**src/rtl/vga_sync_gen_pkg.sv**
```systemverilog
// Shared VGA timing constants, coordinate/sync types and decode helpers.
// Imported by the sync generator and the pixel-draw blocks.
package vga_sync_gen_pkg;

  localparam int XY_W = 10;
  localparam int FC_W = 8;

  localparam int CLK_DIV_DEF   = 4;
  localparam int H_DISPLAY_DEF = 640;
  localparam int H_FRONT_DEF   = 16;
  localparam int H_SYNC_DEF    = 96;
  localparam int H_BACK_DEF    = 48;
  localparam int V_DISPLAY_DEF = 480;
  localparam int V_FRONT_DEF   = 10;
  localparam int V_SYNC_DEF    = 2;
  localparam int V_BACK_DEF    = 33;

  localparam int H_TOTAL_DEF =
    H_DISPLAY_DEF + H_FRONT_DEF +
    H_SYNC_DEF + H_BACK_DEF;
  localparam int V_TOTAL_DEF =
    V_DISPLAY_DEF + V_FRONT_DEF +
    V_SYNC_DEF + V_BACK_DEF;

  typedef logic [XY_W-1:0] coord_t;
  typedef logic [FC_W-1:0] fcnt_t;

  typedef struct packed {
    logic hsync;
    logic vsync;
    logic video_on;
  } sync_t;

  localparam sync_t SYNC_IDLE = '{
    hsync:    1'b1,
    vsync:    1'b1,
    video_on: 1'b1
  };

  function automatic logic in_span(
    input coord_t v,
    input int     lo,
    input int     hi
  );
    return (int'(v) >= lo) && (int'(v) <= hi);
  endfunction

  // Sync lines are active-low; video_on covers the visible rectangle.
  function automatic sync_t sync_decode(
    input coord_t x,
    input coord_t y,
    input int     h_disp,
    input int     hs_lo,
    input int     hs_hi,
    input int     v_disp,
    input int     vs_lo,
    input int     vs_hi
  );
    sync_t s;
    s.hsync    = ~in_span(x, hs_lo, hs_hi);
    s.vsync    = ~in_span(y, vs_lo, vs_hi);
    s.video_on = (int'(x) < h_disp) &&
                 (int'(y) < v_disp);
    return s;
  endfunction

endpackage

```
**src/rtl/vga_sync_gen_if.sv**
```systemverilog
// Scan-position and sync bundle from the timing stage to draw blocks.
// frame_cnt exists only when VGA_FRAME_CNT_EN is defined.
import vga_sync_gen_pkg::*;

interface vga_sync_gen_if;

  logic   p_tick;
  coord_t x;
  coord_t y;
  logic   video_on;
  logic   hsync;
  logic   vsync;
  logic   frame_start;
`ifdef VGA_FRAME_CNT_EN
  fcnt_t  frame_cnt;
`endif

  modport master (
    output p_tick,
    output x,
    output y,
    output video_on,
    output hsync,
    output vsync,
`ifdef VGA_FRAME_CNT_EN
    output frame_cnt,
`endif
    output frame_start
  );

  modport slave (
    input p_tick,
    input x,
    input y,
    input video_on,
    input hsync,
    input vsync,
`ifdef VGA_FRAME_CNT_EN
    input frame_cnt,
`endif
    input frame_start
  );

endinterface

```
**src/rtl/vga_sync_gen_pixel_tick_div.sv**
```systemverilog
// Board-clock divider: registered one-clk pulse every CLK_DIV clocks.
// First pulse lands CLK_DIV clocks after reset is released.
module pixel_tick_div #(
  parameter int CLK_DIV = 4
) (
  input  logic clk,
  input  logic reset,
  output logic p_tick_o
);

  localparam int W = (CLK_DIV > 2) ? $clog2(CLK_DIV) : 1;
  localparam logic [W-1:0] LAST = W'(CLK_DIV - 1);

  logic [W-1:0] div_q;
  logic [W-1:0] div_d;
  logic         tick_q;
  logic         tick_d;
  logic         at_last;

  always_comb begin
    at_last = (div_q == LAST);
    div_d   = at_last ? '0 : div_q + 1'b1;
    tick_d  = at_last;
  end

  always_ff @(posedge clk) begin
    if (reset) begin
      div_q  <= '0;
      tick_q <= 1'b0;
    end else begin
      div_q  <= div_d;
      tick_q <= tick_d;
    end
  end

  assign p_tick_o = tick_q;

endmodule

```
**src/rtl/vga_sync_gen.sv**
```systemverilog
// 640x480@60 VGA scan timing: pixel counters, syncs, frame strobe.
// Define VGA_FRAME_CNT_EN to add the 8-bit frame counter output.
import vga_sync_gen_pkg::*;

module vga_sync_gen #(
  parameter int CLK_DIV   = CLK_DIV_DEF,
  parameter int H_DISPLAY = H_DISPLAY_DEF,
  parameter int H_FRONT   = H_FRONT_DEF,
  parameter int H_SYNC    = H_SYNC_DEF,
  parameter int H_BACK    = H_BACK_DEF,
  parameter int V_DISPLAY = V_DISPLAY_DEF,
  parameter int V_FRONT   = V_FRONT_DEF,
  parameter int V_SYNC    = V_SYNC_DEF,
  parameter int V_BACK    = V_BACK_DEF
) (
  input  logic          clk,
  input  logic          reset,
  vga_sync_gen_if.master vga
);

  localparam int H_TOTAL =
    H_DISPLAY + H_FRONT + H_SYNC + H_BACK;
  localparam int V_TOTAL =
    V_DISPLAY + V_FRONT + V_SYNC + V_BACK;
  localparam int HS_LO = H_DISPLAY + H_FRONT;
  localparam int HS_HI = HS_LO + H_SYNC - 1;
  localparam int VS_LO = V_DISPLAY + V_FRONT;
  localparam int VS_HI = VS_LO + V_SYNC - 1;

  localparam coord_t X_LAST = coord_t'(H_TOTAL - 1);
  localparam coord_t Y_LAST = coord_t'(V_TOTAL - 1);

  logic   p_tick;
  logic   x_wrap;
  logic   y_wrap;
  coord_t x_q;
  coord_t x_d;
  coord_t y_q;
  coord_t y_d;
  sync_t  sync_q;
  sync_t  sync_d;
  logic   fs_q;
  logic   fs_d;

  pixel_tick_div #(
    .CLK_DIV (CLK_DIV)
  ) u_tick (
    .clk      (clk),
    .reset    (reset),
    .p_tick_o (p_tick)
  );

  always_comb begin
    x_wrap = (x_q == X_LAST);
    y_wrap = (y_q == Y_LAST);
    x_d    = x_q;
    y_d    = y_q;
    if (p_tick) begin
      if (x_wrap) begin
        x_d = '0;
        y_d = y_wrap ? '0 : y_q + 1'b1;
      end else begin
        x_d = x_q + 1'b1;
      end
    end
    fs_d = p_tick & x_wrap & y_wrap;
  end

  // Decode from next-state counters so syncs move with x/y.
  always_comb begin
    sync_d = sync_decode(
      x_d, y_d,
      H_DISPLAY, HS_LO, HS_HI,
      V_DISPLAY, VS_LO, VS_HI
    );
  end

  always_ff @(posedge clk) begin
    if (reset) begin
      x_q    <= '0;
      y_q    <= '0;
      sync_q <= SYNC_IDLE;
      fs_q   <= 1'b0;
    end else begin
      x_q    <= x_d;
      y_q    <= y_d;
      sync_q <= sync_d;
      fs_q   <= fs_d;
    end
  end

`ifdef VGA_FRAME_CNT_EN
  fcnt_t fc_q;
  fcnt_t fc_d;

  always_comb begin
    fc_d = fc_q + {{(FC_W-1){1'b0}}, fs_d};
  end

  always_ff @(posedge clk) begin
    if (reset) begin
      fc_q <= '0;
    end else begin
      fc_q <= fc_d;
    end
  end

  assign vga.frame_cnt = fc_q;
`endif

  assign vga.p_tick      = p_tick;
  assign vga.x           = x_q;
  assign vga.y           = y_q;
  assign vga.hsync       = sync_q.hsync;
  assign vga.vsync       = sync_q.vsync;
  assign vga.video_on    = sync_q.video_on;
  assign vga.frame_start = fs_q;

endmodule

```
**src/flat_wrapper.sv**
```systemverilog
// flat-port wrapper written by rule: the top's interface ports become plain ports
module vga_sync_gen_flat 
#(
  parameter int CLK_DIV   = CLK_DIV_DEF,
  parameter int H_DISPLAY = H_DISPLAY_DEF,
  parameter int H_FRONT   = H_FRONT_DEF,
  parameter int H_SYNC    = H_SYNC_DEF,
  parameter int H_BACK    = H_BACK_DEF,
  parameter int V_DISPLAY = V_DISPLAY_DEF,
  parameter int V_FRONT   = V_FRONT_DEF,
  parameter int V_SYNC    = V_SYNC_DEF,
  parameter int V_BACK    = V_BACK_DEF
)
  (clk, reset, vga_p_tick, vga_x, vga_y, vga_video_on, vga_hsync, vga_vsync, vga_frame_start);
  vga_sync_gen_if vga_i ();
  input  logic clk;
  input  logic reset;
  output wire logic [$bits(vga_i.p_tick)-1:0] vga_p_tick;
  output wire logic [$bits(vga_i.x)-1:0] vga_x;
  output wire logic [$bits(vga_i.y)-1:0] vga_y;
  output wire logic [$bits(vga_i.video_on)-1:0] vga_video_on;
  output wire logic [$bits(vga_i.hsync)-1:0] vga_hsync;
  output wire logic [$bits(vga_i.vsync)-1:0] vga_vsync;
  output wire logic [$bits(vga_i.frame_start)-1:0] vga_frame_start;
  assign vga_p_tick = vga_i.p_tick;
  assign vga_x = vga_i.x;
  assign vga_y = vga_i.y;
  assign vga_video_on = vga_i.video_on;
  assign vga_hsync = vga_i.hsync;
  assign vga_vsync = vga_i.vsync;
  assign vga_frame_start = vga_i.frame_start;
  vga_sync_gen #(.CLK_DIV(CLK_DIV), .H_DISPLAY(H_DISPLAY), .H_FRONT(H_FRONT), .H_SYNC(H_SYNC), .H_BACK(H_BACK), .V_DISPLAY(V_DISPLAY), .V_FRONT(V_FRONT), .V_SYNC(V_SYNC), .V_BACK(V_BACK)) u_core (.clk(clk), .reset(reset), .vga(vga_i));
endmodule
```
**config.mk**
```make
export PLATFORM = sky130hd
export DESIGN_NAME = vga_sync_gen_flat
export DESIGN_NICKNAME = d
export VERILOG_FILES = /design/src/rtl/vga_sync_gen_pkg.sv /design/src/rtl/vga_sync_gen_if.sv /design/src/rtl/vga_sync_gen_pixel_tick_div.sv /design/src/rtl/vga_sync_gen.sv /design/src/flat_wrapper.sv
export SDC_FILE = /design/constraint.sdc
export NUM_CORES = 1
export LEC_CHECK = 0
export ABC_AREA = 1
export CAP_MARGIN = 0
export CORE_ASPECT_RATIO = 0.5
export CORE_MARGIN = 2
export CORE_UTILIZATION = 55
export DETAILED_ROUTE_END_ITERATION = 10
export PLACE_DENSITY = 0.9
export RECOVER_POWER = 50
export SLEW_MARGIN = 20
export SYNTH_ARGS = -nofsm -noshare
export SYNTH_HDL_FRONTEND = slang
export SYNTH_HIERARCHICAL = 1
export SYNTH_SLANG_ARGS = --single-unit
```
**constraint.sdc**
```tcl
create_clock -name clk -period 2.95 [get_ports clk]
set_clock_uncertainty 0.05 [all_clocks]
set_input_delay 0.4425 -clock clk [delete_from_list [all_inputs] [get_ports clk]]
set_output_delay 0.4425 -clock clk [all_outputs]
set_load 0.05 [all_outputs]
```
==> flow_metrics.py, run 1 <==
metrics = {
    "pwr": {
        "p_comb_frac": 0.045,
        "power_density_nw_per_um2": 325,
        "overall_power_of_the_completed_layout_uw": 610,
        "power_switching_uw": 136,
        "power.clock.fraction": 0.347,
        "vdd.ir_drop.worst_mv": 0.221,
        "flop_pwr_share": 0.608,
        "power.static_leakage_nw": 0.775,
        "power.internal_uw": 474,
        "switching_share": 0.223,
    },
    "floorplanning": {
        "die_w_um": 79.8,
        "floorplan.io_pins": 27,
        "floorplan.die_area_um2": 3340,
        "die_y_um": 41.9,
        "core_region_area_um2": 2670,
        "start_util": 0.592,
        "floorplan.rows": 13,
    },
    "status": {
        "status": "finished, final reports clean",
    },
    "sta": {
        "max_slew_margin": 0.405,
        "whs_ns": 0.384,
        "post-route-worst-setup-slack_ns": 0.559,
        "rsz0062_at_grt": "false",
        "final_hold_viol_count": 0,
        "tightestPinTransition_ns": 0.893,
        "fmaxAchievable_mhz": 418,
        "setup-tns-final_ns": 0,
        "finalCriticalPeriod_ns": 2.39,
        "setup_viol": 0,
        "final-max-slew-violation-count": 0,
        "part_of_the_cycle_the_worst_path_needs": 0.811,
    },
    "worst_setup_path": {
        "crit_path_start_kind": "register",
        "path_cells": "ha_1, nand2_1, nor2_4, nand3_1, nor2_1, nand2_2, o22ai_2, nand3_1, nor2_1, nand2_1",
        "end_kind": "register",
        "critical-path-slowest-cell": "nor2_1",
        "timing.rr.end": "u_core/vga.vsync$_SDFF_PP1_",
        "regToRegStartpoint": "u_core/vga.x[1]$_SDFF_PP0_",
        "timing.critical_path.buf_inv": 0,
        "setup.worst_path.class": "register to register",
        "critical_path_required_ns": 3.07,
        "worstPathArrival_ns": 2.51,
        "regToRegSetupSlack_ns": 0.56,
        "cpPeakStageDelay_ns": 0.55,
        "crit_fanout": 7,
        "worst-r2r-cell-count": 10,
        "critical-path-top-delay-family": "simple AND/OR/NAND/NOR gates",
    },
    "global_route": {
        "grt_usage": 0.235,
        "grt_first_pass_wirelength_um": 6200,
        "number_of_global_route_vias_before_repair": 1419,
        "number_of_antenna_violations_at_the_first_check_in_global_routing": 0,
        "grt.overflow.total": 0,
        "maximum_number_of_pins_on_one_net_before_global_route_repair": 19,
    },
    "final_layout": {
        "drive_above_1_share": 0.0947,
        "finalNetCount": 271,
        "instances_no_fill": 301,
        "finalCoreUtilization": 0.704,
        "layout.cell_area.non_filler_um2": 1880,
        "area_growth_from_synthesis_to_layout_pct": 18.9,
        "final.fill_count": 228,
        "num_antenna_cells": 0,
    },
    "hold_path": {
        "whs_path_depth": 1,
        "min_delay_worst_endpoint": "u_core/u_tick/div_q[0]$_SDFF_PP0_",
        "hold_path_startpoint": "u_core/u_tick/div_q[0]$_SDFF_PP0_",
        "timing.hold.worst.class": "register to register",
    },
    "route": {
        "drt-vias-per-instance": 5.27,
        "ant_nets": 0,
        "initialDrtViolationCount": 111,
        "via_count": 1586,
        "detail_route.wirelength_um": 3850,
        "wl_per_cell_um": 12.8,
        "drt-pass1-iter-count": 4,
        "drc": 0,
    },
    "synthesis": {
        "synth_area_per_cell_um2": 6.72,
        "dominantRegCellSynth": "dfxtp_1",
        "netlist_instances": 235,
        "synth-seq-area-share": 0.342,
        "yosysWarnings": 6,
        "postSynthNetCount": 241,
        "synth-edff-count": 0,
        "post_synth_num_cell_types": 29,
        "ys_ff_latch": 27,
        "syn_area_um2": 1580,
        "async_flop_share": 0,
    },
    "clock_tree": {
        "post-cts-setup-buffers": 0,
        "tritoncts": "built",
        "cts.sink_count": 27,
        "post_cts.resized_instances": 0,
        "htreeDepth": 1,
        "postCtsHoldBufs": 0,
        "clockRootBuffer": "clkbuf_8",
        "clk_latency_worst_skew_pair_ns": 0.27,
        "clkSlewWorstSetupHoldPaths_ns": 0.09,
        "cts_made_buffers": 3,
        "ctsLongestPathBuffers": 2,
    },
    "placed_design": {
        "instance_area_after_placement_um2": 1890,
        "place_hpwl_um": 2900,
        "numPlacedInstances": 297,
        "dp_worst_setup_slack_ns": 1.10,
        "gp_congestion": 0.958,
        "buffer_ports.inserted": 26,
    },
    "run": {
        "maxCapViolations": 0,
    },
}
-- cell usage in the layout, fill, tap and decap left out, types with 4 or more instances in the layout --
cell             Yosys  layout
dfxtp_1             27      27
inv_1               36      37
nand2_1             53      54
clkdlybuf4s50_1      0      23
nand3_1             14      16
a21oi_1              7       7
ha_1                 4       4
nand4_1              6       6
nand2_2              6       5
nor2_1              44      46
nor2_2               6       6
-- power by group through the flow --
stage | sequential, mW | clock, mW | combinational, mW
floorplan | 0.383 | 0 | 0.0147
global placement | 0.379 | 0 | 0.0274
detailed placement | 0.380 | 0 | 0.0286
CTS | 0.371 | 0.214 | 0.0287
global route | 0.371 | 0.233 | 0.0303
finish | 0.371 | 0.212 | 0.0273
-- logic make-up (layout without fill, tap and decap cells) --
kind of cell	count (synthesis)	after routing	synth area share
and+or+nand+nor	141	141	0.435
buffers and inverters	42	71	0.101
DFF	27	27	0.342
AOI/OAI and AO/OA	18	18	0.0737
adders and majority gates	4	4	0.0317
xor gates and xnor gates	3	3	0.0166
-- worst reg2reg max path, stage by stage, from the launching register on --
cell and delay, ns:
dfxtp_1 0.41, ha_1 0.24, nand2_1 0.11, nor2_4 0.13
nand3_1 0.27, nor2_1 0.55, nand2_2 0.12, o22ai_2 0.15
nand3_1 0.11, nor2_1 0.09, nand2_1 0.05
-- cell type report --
class,count,area [um2],area share
clock buffer,4,45.0,0.0240
tap,37,46.3,0.0247
inverter,39,146,0.0780
timing repair buffer,28,272,0.145
sequential,27,541,0.288
multi-input combinational,166,827,0.441
-- worst max-delay path by stage --
stage	start	slack (ns)	cells past startpoint	end
after floorplan	u_core/vga.x[1]$_SDFF_PP0_	0.87	12	u_core/vga.vsync$_SDFF_PP1_
after global placement	u_core/u_tick/p_tick_o$_SDFF_PP0_	1.14	2	vga_p_tick
after detailed placement	u_core/vga.x[1]$_SDFF_PP0_	1.10	12	u_core/vga.video_on$_SDFF_PP1_
after CTS	u_core/u_tick/p_tick_o$_SDFF_PP0_	0.83	2	vga_p_tick
after global routing	u_core/vga.x[1]$_SDFF_PP0_	0.40	10	u_core/vga.vsync$_SDFF_PP1_
final	u_core/vga.x[1]$_SDFF_PP0_	0.56	10	u_core/vga.vsync$_SDFF_PP1_
-- per-layer routing --
layer / wire (um) / vias up / track usage / part of all wire
li1: - / 783 / - / -
met1: 1690 / 721 / 0.325 / 0.44
met2: 1800 / 82 / 0.380 / 0.47
met3: 363 / 0 / 0.0522 / 0.094
met4: 0 / 0 / 0.0475 / 0
met5: 0 / - / 0 / 0
-- cells in the mapped netlist, drive strengths merged (2+ instances only) --
| library cell | count | area, um2 |
|---|---|---|
| nand4 | 6 | 37.5 |
| o21bai | 2 | 15.0 |
| ha | 4 | 50.1 |
| inv | 39 | 146 |
| clkbuf | 2 | 7.51 |
| nor3 | 2 | 10.0 |
| dfxtp | 27 | 541 |
| nand2 | 61 | 259 |
| xor2 | 2 | 17.5 |
| o21ai | 6 | 33.8 |
| nor2 | 54 | 265 |
| nand3 | 17 | 108 |
| a21oi | 7 | 35.0 |
-- registers in the layout (all words and copies together) (netlist names) --
signal / count
u_core/vga.vsync: 1
u_core/vga.frame_start: 1
u_core/vga.x: 10
u_core/u_tick/div_q: 2
u_core/vga.y: 10
u_core/vga.video_on: 1
u_core/vga.hsync: 1
u_core/u_tick/p_tick_o: 1
Power figures use the tool's default switching activity.
==> run 2: changes to the inputs <==
CORE_UTILIZATION = 52   (was 55)
PLACE_DENSITY = 0.87   (was 0.9)
clock period = 2.4 ns   (was 2.95 ns; I/O delays follow)
==> run 2 against run 1 <==
Total power grew 23%. Critical endpoint unchanged. Worst setup slack got worse by 0.22 ns. Die area increased by 5.3%. Routed wire length is 1.9% lower. Largest power group unchanged. Core utilization decreased by 5.4 points. Cell area increased by 1.9%. Clock power up 23%. Critical path type unchanged. Critical path depth is 2 higher.
==> flow_metrics.py, run 2 (synthesis results as in run 1) <==
metrics = {
    "clock_tree": {
        "htreeDepth": 1,
        "clkSlewWorstSetupHoldPaths_ns": 0.09,
        "post_cts.resized_instances": 0,
        "clk_latency_worst_skew_pair_ns": 0.27,
        "ctsLongestPathBuffers": 2,
        "postCtsHoldBufs": 0,
        "cts_made_buffers": 3,
        "post-cts-setup-buffers": 0,
        "tritoncts": "built",
        "clockRootBuffer": "clkbuf_8",
        "cts.sink_count": 27,
    },
    "final_layout": {
        "mostFrequentLayoutCells": "nand2_1, nor2_1, inv_1, dfxtp_1, clkdlybuf4s50_1",
        "drive_above_1_share": 0.0985,
        "most_frequent_standard_cell_in_the_layout_excluding_fill_and_tap_cells": "nand2_1",
        "area_growth_from_synthesis_to_layout_pct": 21.1,
        "layout.cell_area.non_filler_um2": 1910,
        "instances_no_fill": 304,
        "finalNetCount": 271,
        "num_antenna_cells": 0,
    },
    "worst_setup_path": {
        "crit_fanout": 7,
        "crit_path_start_kind": "register",
        "worst-r2r-cell-count": 12,
        "end_kind": "register",
        "cpPeakStageDelay_ns": 0.42,
        "regToRegStartpoint": "u_core/vga.x[0]$_SDFF_PP0_",
        "setup.worst_path.class": "register to register",
        "critical_path_required_ns": 2.52,
        "worst_path_most_repeated_cell": "nand2_1",
        "worstPathArrival_ns": 2.18,
        "path_cells": "ha_1, nand2_1, nor2_4, inv_1, nor2_8, nand2_4, nor2_1, nand2_1, nand3_1, nand2_1, nor2_1, nand2_1",
        "regToRegSetupSlack_ns": 0.33,
        "critical-path-slowest-cell": "dfxtp_1",
        "timing.rr.end": "u_core/vga.vsync$_SDFF_PP1_",
    },
    "placed_design": {
        "buffer_ports.inserted": 26,
        "gp_congestion": 0.893,
        "numPlacedInstances": 300,
        "instance_area_after_placement_um2": 1890,
        "place_hpwl_um": 2820,
    },
    "status": {
        "status": "finished, final reports clean",
    },
    "route": {
        "via_count": 1568,
        "drc": 0,
        "initialDrtViolationCount": 91,
        "drt-vias-per-instance": 5.16,
        "drt-pass1-iter-count": 5,
        "ant_nets": 0,
        "wl_per_cell_um": 12.4,
        "detail_route.wirelength_um": 3780,
    },
    "pwr": {
        "switching_share": 0.224,
        "power_switching_uw": 168,
        "power.static_leakage_nw": 0.814,
        "power.clock.fraction": 0.347,
        "overall_power_of_the_completed_layout_uw": 750,
        "p_comb_frac": 0.045,
        "flop_pwr_share": 0.608,
        "power_density_nw_per_um2": 392,
        "vdd.ir_drop.worst_mv": 0.185,
        "power.internal_uw": 582,
    },
    "global_route": {
        "number_of_antenna_violations_at_the_first_check_in_global_routing": 0,
        "number_of_global_route_vias_before_repair": 1334,
        "grt_first_pass_wirelength_um": 6230,
        "maximum_number_of_pins_on_one_net_before_global_route_repair": 19,
        "grt_usage": 0.235,
        "grt.overflow.total": 0,
    },
    "floorplanning": {
        "die_y_um": 43.0,
        "floorplan.io_pins": 27,
        "core_region_area_um2": 2940,
        "start_util": 0.537,
        "die_w_um": 81.9,
        "floorplan.die_area_um2": 3520,
        "floorplan.rows": 14,
    },
    "sta": {
        "fmaxAchievable_mhz": 484,
        "part_of_the_cycle_the_worst_path_needs": 0.861,
        "setup_viol": 0,
        "final_hold_viol_count": 0,
        "finalCriticalPeriod_ns": 2.07,
        "tightestPinTransition_ns": 0.919,
        "rsz0062_at_grt": "false",
        "setup-tns-final_ns": 0,
        "max_slew_margin": 0.387,
        "final-max-slew-violation-count": 0,
    },
    "hold_path": {
        "whs_path_depth": 1,
        "min_delay_worst_endpoint": "u_core/u_tick/div_q[0]$_SDFF_PP0_",
        "hold_path_startpoint": "u_core/u_tick/div_q[0]$_SDFF_PP0_",
        "timing.hold.worst.class": "register to register",
    },
    "run": {
        "maxCapViolations": 0,
    },
}
==> run 2: worst max path at each step <==
stage                          startpoint                     endpoint  slack, ns  cells past startpoint
3_5_place_dp   u_core/vga.x[1]$_SDFF_PP0_  u_core/vga.vsync$_SDFF_PP1_       0.47                     10
6_report       u_core/vga.x[0]$_SDFF_PP0_  u_core/vga.vsync$_SDFF_PP1_       0.33                     12
2_1_floorplan  u_core/vga.x[1]$_SDFF_PP0_  u_core/vga.vsync$_SDFF_PP1_       0.32                     12
3_3_place_gp   u_core/vga.x[0]$_SDFF_PP0_  u_core/vga.vsync$_SDFF_PP1_       0.55                     10
4_1_cts        u_core/vga.y[5]$_SDFF_PP0_                     vga_y[5]       0.37                      1
5_1_grt        u_core/vga.x[0]$_SDFF_PP0_  u_core/vga.vsync$_SDFF_PP1_       0.22                     12
==> run 2: layout make-up <==
cell class | count | area [um2]
repair buffers | 28 | 272
flip-flops and latches | 27 | 541
multi-input cells | 166 | 858
well taps | 40 | 50.0
clock buffers | 4 | 45.0
inverters | 39 | 146
fillers | 277 | 1030
==> run 2: through the flow <==
step / setup WS [ns] / hold slack [ns] / util
floorplan: 0.318 / 0.347 / -
global placement: 0.554 / 0.354 / 0.643
detailed placement: 0.471 / 0.366 / 0.643
CTS: 0.371 / 0.380 / 0.658
global route: 0.223 / 0.406 / 0.650
finish: 0.334 / 0.376 / 0.650
==> run 2: layer usage <==
layer | routed length [um] | share of wire | up-vias | GRT usage
met5 | 0 | 0 | - | 0
met4 | 23 | 0.0061 | 0 | 0.0433
met3 | 230 | 0.061 | 5 | 0.0532
met2 | 1760 | 0.47 | 53 | 0.382
met1 | 1770 | 0.47 | 727 | 0.321
li1 | - | - | 783 | -
==> run 2: power by group through the flow <==
stage               Sequential, mW  Clock [mW]  Combinational (mW)
floorplan                    0.471           0              0.0181
detailed placement           0.467           0              0.0342
global placement             0.466           0              0.0336
finish                       0.456       0.261              0.0335
global route                 0.457       0.283              0.0372
CTS                          0.456       0.269              0.0341
==> run 2: worst max-delay path, delay by kind of cell, from the launching register on <==
kind                     cells  cell delay (ns)
buffers and inverters        1             0.12
flip-flops                   1             0.42
adder cells (fa/ha/maj)      1             0.24
AND/OR/NAND/NOR             10             1.12
==> run 3: changes to the inputs <==
ABC_CLOCK_PERIOD_IN_PS = 2400   (was unset)
CORE_MARGIN = unset   (was 2)
==> run 3 against run 2 <==
Cell area down 0.20%. Fmax grew 1.4%. Worst hold slack got worse by 0.0013 ns. Routed wire length is 2.1% lower. Global-route usage is 1.6 points higher. Final cell count fell by 0.99%. Register-to-register slack improved by 0.03 ns.
==> flow_metrics.py, run 3 (synthesis results as in run 1) <==
metrics = {
    "status": {
        "status": "finished, final reports clean",
    },
    "clock_tree": {
        "tritoncts": "built",
        "post-cts-setup-buffers": 0,
        "cts.sink_count": 27,
        "htreeDepth": 1,
        "ctsLongestPathBuffers": 2,
        "clk_latency_worst_skew_pair_ns": 0.27,
        "clkSlewWorstSetupHoldPaths_ns": 0.09,
        "cts_made_buffers": 3,
        "post_cts.resized_instances": 0,
        "postCtsHoldBufs": 0,
        "clockRootBuffer": "clkbuf_8",
    },
    "worst_setup_path": {
        "crit_fanout": 16,
        "timing.critical_path.buf_inv": 2,
        "critical_path_required_ns": 1.99,
        "worstPathArrival_ns": 1.63,
        "critical-path-slowest-cell": "clkdlybuf4s50_1",
        "critical-path-top-delay-family": "buffers and inverters",
        "crit_path_start_kind": "register",
        "setup.worst_path.class": "register to primary output",
        "end_kind": "primary output",
        "cpPeakStageDelay_ns": 0.83,
        "path_cells": "buf_4, clkdlybuf4s50_1",
    },
    "sta": {
        "whs_ns": 0.374,
        "max_slew_margin": 0.430,
        "setup-tns-final_ns": 0,
        "tightestPinTransition_ns": 0.855,
        "setup_viol": 0,
        "part_of_the_cycle_the_worst_path_needs": 0.849,
        "post-route-worst-setup-slack_ns": 0.362,
        "final_hold_viol_count": 0,
        "finalCriticalPeriod_ns": 2.04,
        "final-max-slew-violation-count": 0,
        "rsz0062_at_grt": "false",
        "fmaxAchievable_mhz": 491,
    },
    "pwr": {
        "flop_pwr_share": 0.613,
        "power.internal_uw": 582,
        "overall_power_of_the_completed_layout_uw": 744,
        "vdd.ir_drop.worst_mv": 0.232,
        "power_switching_uw": 162,
        "switching_share": 0.218,
        "power.clock.fraction": 0.342,
        "p_comb_frac": 0.045,
        "power_density_nw_per_um2": 390,
        "power.static_leakage_nw": 0.811,
    },
    "final_layout": {
        "mostFrequentLayoutCells": "nand2_1, nor2_1, inv_1, dfxtp_1, clkdlybuf4s50_1",
        "area_growth_from_synthesis_to_layout_pct": 20.8,
        "num_antenna_cells": 0,
        "drive_above_1_share": 0.0985,
        "finalNetCount": 271,
        "most_frequent_standard_cell_in_the_layout_excluding_fill_and_tap_cells": "nand2_1",
        "instances_no_fill": 301,
    },
    "global_route": {
        "grt_first_pass_wirelength_um": 5930,
        "number_of_antenna_violations_at_the_first_check_in_global_routing": 0,
        "grt.overflow.total": 0,
        "grt_usage": 0.250,
        "number_of_global_route_vias_before_repair": 1314,
        "maximum_number_of_pins_on_one_net_before_global_route_repair": 19,
    },
    "floorplanning": {
        "floorplan.io_pins": 27,
        "die_w_um": 79.9,
        "start_util": 0.578,
        "die_y_um": 41.0,
        "core_region_area_um2": 2730,
        "floorplan.rows": 13,
        "floorplan.die_area_um2": 3270,
    },
    "run": {
        "maxCapViolations": 0,
    },
    "route": {
        "wl_met1_um": 1830,
        "via_count": 1553,
        "drt-vias-per-instance": 5.16,
        "wl_met3_um": 215,
        "topRoutingLayerUsed": "met4",
        "detail_route.wirelength_um": 3700,
        "drc": 0,
        "initialDrtViolationCount": 84,
        "wl_per_cell_um": 12.3,
        "drt-pass1-iter-count": 4,
        "detailroute.wirelength.met2_um": 1630,
        "ant_nets": 0,
    },
    "placed_design": {
        "dp_worst_setup_slack_ns": 0.520,
        "place_hpwl_um": 2770,
        "buffer_ports.inserted": 26,
        "gp_congestion": 0.880,
        "numPlacedInstances": 297,
    },
    "hold_path": {
        "timing.hold.worst.class": "register to register",
    },
}
==> run 3: cell count changes in the layout (fill, tap and decap cells not counted) <==
| cell | delta |
|---|---|
| nand3_1 | -1 |
| clkdlybuf4s50_1 | +1 |
| o211ai_1 | +1 |
| nand3_2 | +1 |
| o211ai_2 | -1 |
| dlygate4sd3_1 | -1 |
==> run 3: area by class of cell <==
class	instances	area [um2]
clock buffers	4	45.0
fillers	251	825
well taps	37	46.3
repair buffers	28	272
inverters	39	146
flip-flops and latches	27	541
multi-input cells	166	858
==> run 3: path summary, 6_finish.rpt <==
path / from / to / slack [ns] / cells past startpoint
max: u_core/u_tick/p_tick_o$_SDFF_PP0_ / vga_p_tick / 0.36 / 2
max reg2reg: u_core/vga.x[0]$_SDFF_PP0_ / u_core/vga.vsync$_SDFF_PP1_ / 0.36 / 10
min: u_core/u_tick/div_q[0]$_SDFF_PP0_ / u_core/u_tick/div_q[0]$_SDFF_PP0_ / 0.37 / 1
min reg2reg: u_core/u_tick/div_q[0]$_SDFF_PP0_ / u_core/u_tick/div_q[0]$_SDFF_PP0_ / 0.37 / 1
==> run 3: routing by layer <==
layer  up-vias  global-route usage
met2        54               0.419
met3         4              0.0556
met5         -                   0
met1       709               0.336
li1        786                   -
met4         0              0.0625
==> run 3: metrics by stage <==
stage,area [um2],util
after floorplan,1580,-
after global placement,1890,0.691
after detailed placement,1890,0.691
after CTS,1930,0.707
after global routing,1910,0.698
final,1910,0.698
==> run 3: worst reg2reg max path, delay by kind of cell, from the launching register on <==
family / cells / cell delay (ns)
simple gates: 8 / 1.04
flops: 1 / 0.42
fa+ha+maj: 1 / 0.24
compound gates: 1 / 0.16
==> run 3: power groups by stage <==
stage / sequential (mW) / combinational [mW] / clock [mW]
6_report: 0.456 / 0.0338 / 0.254
4_1_cts: 0.456 / 0.0348 / 0.268
2_1_floorplan: 0.471 / 0.0181 / 0
3_3_place_gp: 0.466 / 0.0337 / 0
5_1_grt: 0.457 / 0.0393 / 0.288
3_5_place_dp: 0.467 / 0.0345 / 0
